[config.mk]
export PLATFORM = sky130hd
export DESIGN_NAME = snake_engine
export DESIGN_NICKNAME = d
export VERILOG_FILES = /design/src/rtl/snake_pkg.sv /design/src/rtl/snake_lfsr.sv /design/src/rtl/snake_engine.sv
export SDC_FILE = /design/constraint.sdc
export NUM_CORES = 1
export LEC_CHECK = 0
export ABC_CLOCK_PERIOD_IN_PS = 13860
export BUFFER_PORTS_ARGS = -buffer_cell sky130_fd_sc_hd__buf_2
export CAP_MARGIN = 15
export CORE_UTILIZATION = 40
export DETAILED_ROUTE_END_ITERATION = 7
export GPL_TIMING_DRIVEN = 0
export MAX_ROUTING_LAYER = met4
export PLACE_DENSITY = 0.64
export RECOVER_POWER = 25
export SLEW_MARGIN = 0
export SYNTH_ARGS = -nofsm -noshare
export SYNTH_HDL_FRONTEND = slang
export SYNTH_SLANG_ARGS = --single-unit
[constraint.sdc]
create_clock -name clk25 -period 13.86 [get_ports clk25]
set_input_delay 2.772 -clock clk25 [delete_from_list [all_inputs] [get_ports clk25]]
set_output_delay 2.772 -clock clk25 [all_outputs]
set_load 0.05 [all_outputs]
[src/rtl/snake_pkg.sv]
`timescale 1ns/1ps
`default_nettype none
// ============================================================================
//  Module      : snake_pkg
//  Description : Shared constants for the snake game engine: grid geometry,
//                colours, direction/state encodings and reset positions.
//  Revision    : 1.0 - initial release
// ============================================================================
package snake_pkg;

    // Grid geometry and game sizing
    localparam int GRID_W      = 40;
    localparam int GRID_H      = 30;
    localparam int CELL_SHIFT  = 4;
    localparam int MAX_LEN     = 16;
    localparam int INIT_LEN    = 3;
    localparam int MOVE_FRAMES = 8;

    // Register widths derived from the sizing above
    localparam int X_W   = 6;   // holds 0..GRID_W-1
    localparam int Y_W   = 5;   // holds 0..GRID_H-1
    localparam int LEN_W = 5;   // holds 0..MAX_LEN
    localparam int FC_W  = 3;   // holds 0..MOVE_FRAMES-1

    // Pixel colours, rbg order: [11:8] red, [7:4] blue, [3:0] green
    localparam logic [11:0] HEAD    = 12'hF0F;
    localparam logic [11:0] BODY    = 12'h00F;
    localparam logic [11:0] FOOD    = 12'hF00;
    localparam logic [11:0] BG_RUN  = 12'h000;
    localparam logic [11:0] BG_DEAD = 12'h400;

    // Direction encoding; a direction and its reverse differ only in bit 0
    localparam logic [1:0] DIR_RIGHT = 2'd0;
    localparam logic [1:0] DIR_LEFT  = 2'd1;
    localparam logic [1:0] DIR_UP    = 2'd2;
    localparam logic [1:0] DIR_DOWN  = 2'd3;

    // Game state encoding
    localparam logic [0:0] ST_RUN  = 1'b0;
    localparam logic [0:0] ST_DEAD = 1'b1;

    // Start positions
    localparam logic [X_W-1:0] HEAD_X0 = 6'd20;
    localparam logic [Y_W-1:0] HEAD_Y0 = 5'd15;
    localparam logic [X_W-1:0] FOOD_X0 = 6'd30;
    localparam logic [Y_W-1:0] FOOD_Y0 = 5'd15;

    localparam logic [15:0] LFSR_SEED = 16'hACE1;

endpackage
`default_nettype wire

[src/rtl/snake_lfsr.sv]
`timescale 1ns/1ps
`default_nettype none
// ============================================================================
//  Module      : snake_lfsr
//  Description : Free-running 16-bit Fibonacci LFSR (taps 16,14,13,11) used
//                to place new food.
//  Revision    : 1.0 - initial release
// ============================================================================
module snake_lfsr
    import snake_pkg::*;
(
    input  logic        clk,
    input  logic        rst_n,
    output logic [15:0] value
);

    logic feedback;

    // Feedback from taps 16,14,13,11 (bits 15,13,12,10)
    always_comb begin
        feedback = value[15] ^ value[13] ^ value[12] ^ value[10];
    end

    // Shift every cycle; the seed is restored only by reset
    always_ff @(posedge clk or negedge rst_n) begin
        if (!rst_n) begin
            value <= LFSR_SEED;
        end else begin
            value <= {value[14:0], feedback};
        end
    end

endmodule
`default_nettype wire

[src/rtl/snake_engine.sv]
`timescale 1ns/1ps
`default_nettype none
// ============================================================================
//  Module      : snake_engine
//  Description : Snake game state (body, direction, food, score) and the
//                per-pixel colour lookup feeding the VGA output stage.
//  Revision    : 1.0 - initial release
// ============================================================================
module snake_engine
    import snake_pkg::*;
(
    input  logic        clk25,
    input  logic        rst_n,
    input  logic        frame_start,
    input  logic [9:0]  pixel_x,
    input  logic [9:0]  pixel_y,
    input  logic        pixel_valid,
    input  logic        btn_up,
    input  logic        btn_down,
    input  logic        btn_left,
    input  logic        btn_right,
    output logic [11:0] rbg,
    output logic        game_over,
    output logic [7:0]  score
);

    logic [X_W-1:0]   seg_x [MAX_LEN];
    logic [Y_W-1:0]   seg_y [MAX_LEN];
    logic [LEN_W-1:0] len;
    logic [1:0]       dir;
    logic [1:0]       pending_dir;
    logic [0:0]       state;
    logic [FC_W-1:0]  frame_cnt;
    logic [X_W-1:0]   food_x;
    logic [Y_W-1:0]   food_y;
    logic [15:0]      lfsr;

    logic             btn_any;
    logic [1:0]       btn_dir;
    logic [1:0]       step_dir;
    logic [X_W:0]     next_x_ext;
    logic [Y_W:0]     next_y_ext;
    logic [X_W-1:0]   next_x;
    logic [Y_W-1:0]   next_y;
    logic             collide;
    logic             eat;
    logic [X_W-1:0]   new_food_x;
    logic [Y_W-1:0]   new_food_y;
    logic             unused_lfsr_bits;

    snake_lfsr u_lfsr (
        .clk   (clk25),
        .rst_n (rst_n),
        .value (lfsr)
    );

    assign unused_lfsr_bits = ^{lfsr[15:13], lfsr[7:6]};

    // Button priority: up > down > left > right
    always_comb begin
        btn_any = btn_up | btn_down | btn_left | btn_right;
        if (btn_up)        btn_dir = DIR_UP;
        else if (btn_down) btn_dir = DIR_DOWN;
        else if (btn_left) btn_dir = DIR_LEFT;
        else               btn_dir = DIR_RIGHT;
    end

    // Candidate step: direction, next head, collisions, eating and new food
    always_comb begin
        // A reversal would run the head into the neck, so it is dropped
        step_dir   = (pending_dir == (dir ^ 2'd1)) ? dir : pending_dir;
        next_x_ext = {1'b0, seg_x[0]};
        next_y_ext = {1'b0, seg_y[0]};
        case (step_dir)
            DIR_RIGHT: next_x_ext = {1'b0, seg_x[0]} + 1'b1;
            DIR_LEFT:  next_x_ext = {1'b0, seg_x[0]} - 1'b1;
            DIR_UP:    next_y_ext = {1'b0, seg_y[0]} - 1'b1;
            default:   next_y_ext = {1'b0, seg_y[0]} + 1'b1;
        endcase
        next_x = next_x_ext[X_W-1:0];
        next_y = next_y_ext[Y_W-1:0];
        // Underflow wraps to a large value and is caught by the same bound
        collide = (next_x_ext >= (X_W+1)'(GRID_W)) || (next_y_ext >= (Y_W+1)'(GRID_H));
        // The tail cell is vacated by this step, so it is excluded
        for (int i = 0; i < MAX_LEN; i++) begin
            if (((LEN_W'(i) + LEN_W'(1)) < len) && (seg_x[i] == next_x) && (seg_y[i] == next_y)) begin
                collide = 1'b1;
            end
        end
        eat        = (next_x == food_x) && (next_y == food_y);
        new_food_x = (lfsr[5:0] >= X_W'(GRID_W)) ? lfsr[5:0] - X_W'(GRID_W) : lfsr[5:0];
        new_food_y = (lfsr[12:8] >= Y_W'(GRID_H)) ? lfsr[12:8] - Y_W'(GRID_H) : lfsr[12:8];
    end

    // Game state: buttons, frame pacing, stepping, death and restart
    always_ff @(posedge clk25 or negedge rst_n) begin
        if (!rst_n) begin
            for (int i = 0; i < MAX_LEN; i++) begin
                seg_x[i] <= HEAD_X0 - X_W'(i);
                seg_y[i] <= HEAD_Y0;
            end
            len         <= LEN_W'(INIT_LEN);
            dir         <= DIR_RIGHT;
            pending_dir <= DIR_RIGHT;
            food_x      <= FOOD_X0;
            food_y      <= FOOD_Y0;
            frame_cnt   <= '0;
            state       <= ST_RUN;
            game_over   <= 1'b0;
            score       <= 8'd0;
        end else begin
            if (btn_any) begin
                pending_dir <= btn_dir;
            end
            if (state == ST_DEAD) begin
                frame_cnt <= '0;
                if (frame_start && btn_any) begin
                    for (int i = 0; i < MAX_LEN; i++) begin
                        seg_x[i] <= HEAD_X0 - X_W'(i);
                        seg_y[i] <= HEAD_Y0;
                    end
                    len         <= LEN_W'(INIT_LEN);
                    dir         <= DIR_RIGHT;
                    pending_dir <= DIR_RIGHT;
                    food_x      <= FOOD_X0;
                    food_y      <= FOOD_Y0;
                    state       <= ST_RUN;
                    game_over   <= 1'b0;
                    score       <= 8'd0;
                end
            end else if (frame_start) begin
                if (frame_cnt == FC_W'(MOVE_FRAMES - 1)) begin
                    frame_cnt <= '0;
                    dir       <= step_dir;
                    if (collide) begin
                        state     <= ST_DEAD;
                        game_over <= 1'b1;
                    end else begin
                        for (int i = 0; i < MAX_LEN - 1; i++) begin
                            seg_x[i+1] <= seg_x[i];
                            seg_y[i+1] <= seg_y[i];
                        end
                        seg_x[0] <= next_x;
                        seg_y[0] <= next_y;
                        if (eat) begin
                            if (len < LEN_W'(MAX_LEN)) len <= len + 1'b1;
                            if (score != 8'hFF)        score <= score + 1'b1;
                            food_x <= new_food_x;
                            food_y <= new_food_y;
                        end
                    end
                end else begin
                    frame_cnt <= frame_cnt + 1'b1;
                end
            end
        end
    end

    logic [9:0]  cell_x;
    logic [9:0]  cell_y;
    logic [11:0] colour;
    logic        hit_head;
    logic        hit_body;
    logic        hit_food;

    // Colour of the cell under the current pixel: head > body > food > bg
    always_comb begin
        cell_x   = pixel_x >> CELL_SHIFT;
        cell_y   = pixel_y >> CELL_SHIFT;
        hit_head = (cell_x == 10'(seg_x[0])) && (cell_y == 10'(seg_y[0]));
        hit_body = 1'b0;
        for (int i = 1; i < MAX_LEN; i++) begin
            if ((LEN_W'(i) < len) && (cell_x == 10'(seg_x[i])) && (cell_y == 10'(seg_y[i]))) begin
                hit_body = 1'b1;
            end
        end
        hit_food = (cell_x == 10'(food_x)) && (cell_y == 10'(food_y));
        if (hit_head)              colour = HEAD;
        else if (hit_body)         colour = BODY;
        else if (hit_food)         colour = FOOD;
        else if (state == ST_DEAD) colour = BG_DEAD;
        else                       colour = BG_RUN;
    end

    // Registered pixel output; blanked outside the visible area
    always_ff @(posedge clk25 or negedge rst_n) begin
        if (!rst_n) begin
            rbg <= 12'h000;
        end else begin
            rbg <= pixel_valid ? colour : 12'h000;
        end
    end

endmodule
`default_nettype wire
# Yosys cells after proc, flatten, opt, wreduce, memory -nomap -nowiden
# Index checks and enable logic that the tools add are counted.
# word_totals
ff_bits	237
# op_classes
n_eq_ne	75
order_cmp	21
muxes	100
n_bitwise	7
addsub	9
n_reduce_logical	81
# op_table
op	count
96-bit two-way mux	5
80-bit two-way mux	5
6-bit equality test	34
6-bit by 5-bit equality test with 1-bit output	17
5-bit equality test	17
5-bit two-way mux	14
1-bit logical AND	66
8-bit two-way mux	7
12-bit two-way mux	4
1-bit two-way mux	42
6-bit two-way mux	7
4-bit by 5-bit less-than comparator with 1-bit output (first input constant)	8
3-bit by 5-bit less-than comparator with 1-bit output (first input constant)	4
2-bit two-way mux	10
7-bit case mux with 2 select lines	1
6-bit case mux with 2 select lines	1
6-bit AND reduction	2
2-bit nonzero test	6
11-bit two-way mux	1
2-bit by 5-bit less-than comparator with 1-bit output (first input constant)	2
3-bit two-way mux	3
8-bit by 1-bit adder with 8-bit output (second input constant)	1
8-bit inequality test (second input constant)	1
4-bit AND reduction	2
29 further kinds	33

# Logic depth before layout (Yosys ltp)
# depth
word_depth	28
mapped_depth	24

# Hierarchy
# Synthesis repeated with hierarchy kept, for this count alone.
# hier_totals
cells_unflattened	1957
hier_area_um2	17128.9
# by_module_without_submodules
mod	cells_per_inst	n_inst	area_each_um2
snake_engine	1938	1	16692.3
snake_lfsr	19	1	436.7

# Least setup slack after synthesis
# Ideal clock, no wire load.
# synth_timing
path_kind	reg-to-reg
from	register pending_dir[1]
to	register food_x[0]
stages_incl_launch_ff	25
n_path_buf	9
arrival_time_ns	5.046
slack_ns	8.676
synth_period_minus_slack_ns	5.184
path_cell_list	dfrtp_1 > buf_6 > buf_6 > buf_6 > buf_6 > buf_6 > xor2_1 > mux2i_1 > and2_1 > fa_1 > buf_2 > mux2i_1 > buf_4 > o22ai_1 > a2111oi_0 > nand4_1 > a2111oi_2 > a221o_1 > or3b_1 > a21boi_4 > buf_6 > and4_4 > buf_6 > a22oi_1 > o22ai_1
# synth_via
elab_chain_len	25
elab_cells_between_ends	97
classes_between	order compare (2); eq/ne (38); mux (19); reduce/logical (38)
# synth_lines
item	line_no	source
start: declaration	snake_engine.sv:31	logic [1:0] pending_dir;
start signal: assignment	snake_engine.sv:113	pending_dir <= btn_dir;
2-bit equality test	snake_engine.sv:71	step_dir = (pending_dir == (dir ^ 2'd1)) ? dir : pending_dir;
2-bit two-way mux *	snake_engine.sv:71	
2-bit by 1-bit equality test with 1-bit output / 2-bit logical NOT (equally long branches)	snake_engine.sv:74	case (step_dir)
2-bit OR reduction (no line) / 7-bit case mux with 2 select lines (equally long branches)	n/a	
6-bit case mux with 2 select lines / 6-bit equality test (equally long branches)	snake_engine.sv:74, snake_engine.sv:86	
6-bit by 5-bit greater-or-equal comparator with 1-bit output (tied with other cells)	snake_engine.sv:83	collide = (next_x_ext >= (X_W+1)'(GRID_W)) || (next_y_ext >= (Y_W+1)'(GRID_H));
1-bit logical OR / 1-bit logical AND (equally long branches)	snake_engine.sv:83, snake_engine.sv:86	
1-bit two-way mux (16 in series)	snake_engine.sv:86	if (((LEN_W'(i) + LEN_W'(1)) < len) && (seg_x[i] == next_x) && (seg_y[i] == next_y)) begin
2-bit inequality test (no line)	n/a	
5-bit AND reduction (no line) *	n/a	
end signal: assignment	snake_engine.sv:148	food_x <= new_food_x;
end: declaration	snake_engine.sv:34	logic [X_W-1:0] food_x;
# Every way passes the cells marked *; elsewhere a longest branch is shown, timed or not.
# A chain may end at the register's enable or synchronous reset.

# Worst setup path in the final report
# layout_timing
from	register pending_dir[1]
to	register seg_x[61] in the netlist's numbering
# layout_via
elab_chain_len	25
elab_cells_between_ends	93
classes_between	order compare (2); eq/ne (36); mux (19); reduce/logical (36)
# layout_lines
item	line_no	source
2-bit equality test	snake_engine.sv:71	
2-bit two-way mux *	snake_engine.sv:71	
2-bit by 1-bit equality test with 1-bit output / 2-bit logical NOT (equally long branches)	snake_engine.sv:74	
2-bit OR reduction (no line) / 7-bit case mux with 2 select lines (equally long branches)	n/a	
6-bit case mux with 2 select lines / 6-bit equality test (equally long branches)	snake_engine.sv:74, snake_engine.sv:86	
6-bit by 5-bit greater-or-equal comparator with 1-bit output (tied with other cells)	snake_engine.sv:83	
1-bit logical OR / 1-bit logical AND (equally long branches)	snake_engine.sv:83, snake_engine.sv:86	
1-bit two-way mux (15 in series)	snake_engine.sv:86	
1-bit two-way mux *	snake_engine.sv:86	
2-bit inequality test (no line) *	n/a	
4-bit AND reduction (no line) *	n/a	
end signal: indexed assignment	snake_engine.sv:99	seg_x[i] <= HEAD_X0 - X_W'(i);
end signal: indexed assignment	snake_engine.sv:119	seg_x[i] <= HEAD_X0 - X_W'(i);
end signal: indexed assignment	snake_engine.sv:140	seg_x[i+1] <= seg_x[i];
end: declaration	snake_engine.sv:27	logic [X_W-1:0] seg_x [MAX_LEN];
# Marks and branches as above.

==> run_results.csv <==
group,metric,value,unit
pwr,netSwitchingPower,2707,uW
sta,setup_violations,0,
floorplanning,floorplan.core_area,42980,sq um
outcome,status,"finished with violations",
global_route,grt_first_pass_wirelength,122700,microns
placement,placedInstanceArea,18360,sq um
placement,dp_hpwl,65640,microns
final_layout,finish.net_count,2119,
final_layout,layout_overhead_on_the_synthesized_area,11.14,%
final_layout,finalInstanceArea,19370,sq um
hold_path,hold_class,"register to register",
critical_path,critical_path_arrival,8960,ps
floorplanning,die_w,210.7,microns
global_route,maximum_number_of_pins_on_one_net_before_global_route_repair,119,
clocking,cts_buffers,29,
yosys,synthCells,2012,
critical_path,crit_type,"register to register",
clocking,clock-sinks,228,
route,detailedRoute.firstPassIterationCount,8,
clocking,post_cts.resized_instances,0,
sta,timing.setup.tns,0,ps
clocking,cts_tree,"done",
route,antenna_violating_nets_post_route,0,
pwr,sw_frac_of_total,0.5264,
sta,timing.max_slew.rel_slack,-2.561,
pwr,totalPowerFinal,5143,uW
outcome,violations,"max-capacitance violations, max-slew violations",
sta,timing.final.crit_share,0.6088,
yosys,synthDominantCellAreaShare,0.1794,
sta,final_critical_path_setup_slack,5423,ps
flow_run,max_cap_violations,2,
pwr,clockPowerShare,0.161,
yosys,yosys.cell_count.top_type,"sky130_fd_sc_hd__nor2_1",
sta,timing.final.hold_violations,0,
critical_path,slack_of_the_worst_reg_to_reg_path,5420,ps
final_layout,fill_cell_instance_count_of_the_final_layout,4327,
critical_path,worst_setup_path_startpoint,"pending_dir[1]$_DFF_PN0_",
route,vias,17382,
global_route,via_count_of_the_first_global_routing_pass,16049,
critical_path,worstPathRequired,14380,ps
pwr,p_int,2436,uW
route,route.detailed.wl_per_inst,32.81,microns
clocking,cts_setup_buffers,0,
pwr,static-leakage-power,0.007821,uW
critical_path,critPathLaunchType,"register",
clocking,htreeDepth,1,
sta,clock_skew,19.67,ps
sta,rsz0062_at_grt,"no",
route,drt-initial-drc-count,2316,
critical_path,crit_path_end,"seg_x[61]$_DFFE_PN1P_",
pwr,seq_power_share,0.247,
yosys,synth_area_leader_cell,"sky130_fd_sc_hd__dfstp_2",
pwr,worst_vdd_ir,0.1298,mV
clocking,cts_root_buffer,"sky130_fd_sc_hd__clkbuf_16",
critical_path,path_max_fanout,11,
route,route.detailed.drc,0,
sta,timing_worst_slew_pin_value,5342,ps
critical_path,r2r_end,"seg_x[61]$_DFFE_PN1P_",
pwr,share_comb_of_total_power,0.592,
floorplanning,die_area,44410,sq um
critical_path,worst_setup_path_end_kind,"register",
clocking,post_cts_clock_slew_at_the_launch_and_capture_registers_of_the_worst_setup_and_hold_paths,70,ps
route,routed_wl,88170,microns
route,avgViaCountPerCell,6.469,
sta,period_minus_ws_final,8437,ps
yosys,register_area_share_after_synthesis,0.3359,
yosys,syn_avg_cell_area,8.661,sq um
sta,slew_viol_final,112,
final_layout,final_layout_size_suffix_gt1_frac,0.1416,
placement,io_buffer_count,24,
clocking,max-clock-path-buffers,3,
floorplanning,die_height,210.7,microns
yosys,yosys.cell_types.count,93,
pwr,power_density,265.6,nW/um^2
yosys,postSynth.asyncResetShare,1.000,
yosys,ys_seq_elements,228,
global_route,grt.overflow.total,0,
floorplanning,placement_rows,76,
clocking,cts_hold_buffers,0,
floorplanning,initial_core_utilization,0.4054,
critical_path,critical_path.reg2reg.startpoint,"pending_dir[1]$_DFF_PN0_",
sta,max_freq,118.5,MHz
clocking,clk_latency,590,ps
placement,place_worst_setup_slack,5844,ps
placement,gp_congestion,1.062,
yosys,combined_area_of_all_synthesized_cells,17430,sq um
floorplanning,pin_count,49,
yosys,yosys_most_used_dff,"sky130_fd_sc_hd__dfstp_2",
global_route,antenna_found_initial,4,
yosys,yosys_warnings,0,
global_route,grt_util_all_layers,0.4060,
yosys,synth.area.top_cells,"sky130_fd_sc_hd__dfstp_2, sky130_fd_sc_hd__dfrtp_1, sky130_fd_sc_hd__xor2_1, sky130_fd_sc_hd__xnor2_1, sky130_fd_sc_hd__nor2_1",
yosys,synth_commonest_cells,"sky130_fd_sc_hd__nor2_1, sky130_fd_sc_hd__xor2_1, sky130_fd_sc_hd__xnor2_1, sky130_fd_sc_hd__dfstp_2, sky130_fd_sc_hd__clkbuf_1",
critical_path,reg2regPathDepth,22,
yosys,number_of_synthesized_flops_with_an_enable_pin,0,
## worst max-delay path: stages, from the launching register on
cell and delay [ps]:
sky130_fd_sc_hd__dfrtp_1 340, sky130_fd_sc_hd__buf_6 200, sky130_fd_sc_hd__buf_6 210, sky130_fd_sc_hd__buf_6 190, sky130_fd_sc_hd__buf_6 200, sky130_fd_sc_hd__buf_6 210, sky130_fd_sc_hd__clkbuf_1 740, sky130_fd_sc_hd__nor2_1 350
sky130_fd_sc_hd__fa_1 560, sky130_fd_sc_hd__buf_2 420, sky130_fd_sc_hd__mux2i_1 210, sky130_fd_sc_hd__buf_4 310, sky130_fd_sc_hd__xnor2_1 160, sky130_fd_sc_hd__a2111oi_0 430, sky130_fd_sc_hd__o2111ai_1 240, sky130_fd_sc_hd__nor4_1 1070
sky130_fd_sc_hd__a221o_1 330, sky130_fd_sc_hd__or3b_1 390, sky130_fd_sc_hd__a21boi_4 170, sky130_fd_sc_hd__nand3_2 270, sky130_fd_sc_hd__buf_2 550, sky130_fd_sc_hd__buf_2 530, sky130_fd_sc_hd__o31a_1 190
## layer usage
| metal | global-route usage | vias to the layer above | routed length [microns] |
|---|---|---|---|
| li1 | - | 7321 | - |
| met1 | 0.5449 | 8726 | 36960 |
| met2 | 0.5728 | 1082 | 36700 |
| met3 | 0.08445 | 253 | 9101 |
| met4 | 0.2111 | 0 | 5413 |
| met5 | - | - | 0 |
## stage by stage
stage | cells | utilization | hold slack (ps)
6_report | 2687 | 0.4506 | 349.1
5_1_grt | 2685 | 0.4505 | 353.0
4_1_cts | 2681 | 0.4509 | 351.5
3_5_place_dp | 2627 | 0.4272 | 337.6
3_3_place_gp | 2624 | 0.4255 | 336.9
2_1_floorplan | 2015 | - | 333.0
## registers in the layout, indices dropped and copies added, names as in the netlist
register	flops
u_lfsr.value	16
food_x	6
score	8
game_over	1
pending_dir	2
seg_x	96
state	1
food_y	5
dir	2
frame_cnt	3
seg_y	80
len	5
rbg	3
## how the worst min path moves through the flow
stage	start	to	cells past startpoint
floorplan	u_lfsr.value[14]$_DFF_PN0_	u_lfsr.value[15]$_DFF_PN1_	0
global placement	u_lfsr.value[14]$_DFF_PN0_	u_lfsr.value[15]$_DFF_PN1_	0
detailed placement	u_lfsr.value[14]$_DFF_PN0_	u_lfsr.value[15]$_DFF_PN1_	0
CTS	u_lfsr.value[14]$_DFF_PN0_	u_lfsr.value[15]$_DFF_PN1_	0
global route	u_lfsr.value[14]$_DFF_PN0_	u_lfsr.value[15]$_DFF_PN1_	0
finish	u_lfsr.value[14]$_DFF_PN0_	u_lfsr.value[15]$_DFF_PN1_	0
## power by group through the flow
stage | logic (uW) | clock network [uW] | registers [uW]
after floorplan | 1960 | 0 | 1110
after global placement | 2890 | 0 | 1250
final | 3050 | 829 | 1270
after detailed placement | 2930 | 0 | 1260
after CTS | 2940 | 835 | 1250
after global routing | 3190 | 858 | 1280
## cells in the final DEF, fill, tap and decap left out, types with 7 or more instances in the layout
master | Yosys | final
sky130_fd_sc_hd__nand3_1 | 102 | 102
sky130_fd_sc_hd__o211ai_1 | 15 | 15
sky130_fd_sc_hd__o31a_1 | 81 | 81
sky130_fd_sc_hd__buf_2 | 44 | 68
sky130_fd_sc_hd__o21ai_0 | 18 | 18
sky130_fd_sc_hd__nor3_1 | 37 | 37
sky130_fd_sc_hd__o22ai_1 | 9 | 9
sky130_fd_sc_hd__o22a_1 | 15 | 15
sky130_fd_sc_hd__a2bb2oi_1 | 16 | 16
sky130_fd_sc_hd__or4_1 | 11 | 11
sky130_fd_sc_hd__buf_6 | 12 | 13
sky130_fd_sc_hd__o311ai_0 | 61 | 61
sky130_fd_sc_hd__o2111ai_1 | 8 | 8
sky130_fd_sc_hd__a31oi_1 | 16 | 16
sky130_fd_sc_hd__a211oi_1 | 15 | 15
sky130_fd_sc_hd__nor3b_1 | 8 | 8
sky130_fd_sc_hd__o31ai_1 | 7 | 7
sky130_fd_sc_hd__and3_1 | 10 | 10
sky130_fd_sc_hd__xor2_1 | 183 | 183
sky130_fd_sc_hd__o2bb2ai_1 | 7 | 7
sky130_fd_sc_hd__clkbuf_16 | 0 | 29
sky130_fd_sc_hd__clkbuf_1 | 116 | 122
sky130_fd_sc_hd__inv_1 | 78 | 78
sky130_fd_sc_hd__buf_1 | 17 | 17
sky130_fd_sc_hd__nand2_1 | 95 | 95
sky130_fd_sc_hd__buf_4 | 16 | 16
sky130_fd_sc_hd__dfstp_2 | 119 | 115
sky130_fd_sc_hd__a21oi_1 | 113 | 113
sky130_fd_sc_hd__or3_1 | 7 | 7
sky130_fd_sc_hd__nor4_1 | 52 | 52
sky130_fd_sc_hd__nand4_1 | 48 | 48
sky130_fd_sc_hd__dfrtp_1 | 109 | 109
sky130_fd_sc_hd__o221ai_1 | 9 | 9
sky130_fd_sc_hd__xnor2_1 | 181 | 181
sky130_fd_sc_hd__nand2b_1 | 12 | 12
sky130_fd_sc_hd__ha_1 | 15 | 15
sky130_fd_sc_hd__mux2i_1 | 11 | 11
sky130_fd_sc_hd__nor2_1 | 221 | 221
## cell families after synthesis
kind of cell	after synthesis	share of synthesized area
mux	14	0.008257
compound gates	458	0.1974
buf+inv	283	0.07273
xor+xnor	370	0.1906
simple gates	641	0.1818
fa+ha+maj	17	0.01307
flops	228	0.3359
other cells	1	0.0002152
## final cells by class
| type | count | area [sq um] | area share |
|---|---|---|---|
| Antenna cell | 5 | 12.51 | 0.0006460 |
| Multi-Input combinational cell | 1504 | 10320 | 0.5327 |
| Clock inverter | 17 | 222.7 | 0.01150 |
| Buffer | 205 | 974.7 | 0.05033 |
| Tap cell | 585 | 732.0 | 0.03779 |
| Inverter | 78 | 292.8 | 0.01512 |
| Sequential cell | 228 | 5854 | 0.3023 |
| Timing Repair Buffer | 28 | 166.4 | 0.008592 |
| Clock buffer | 37 | 795.8 | 0.04109 |
(Power assumes the default switching activity.)
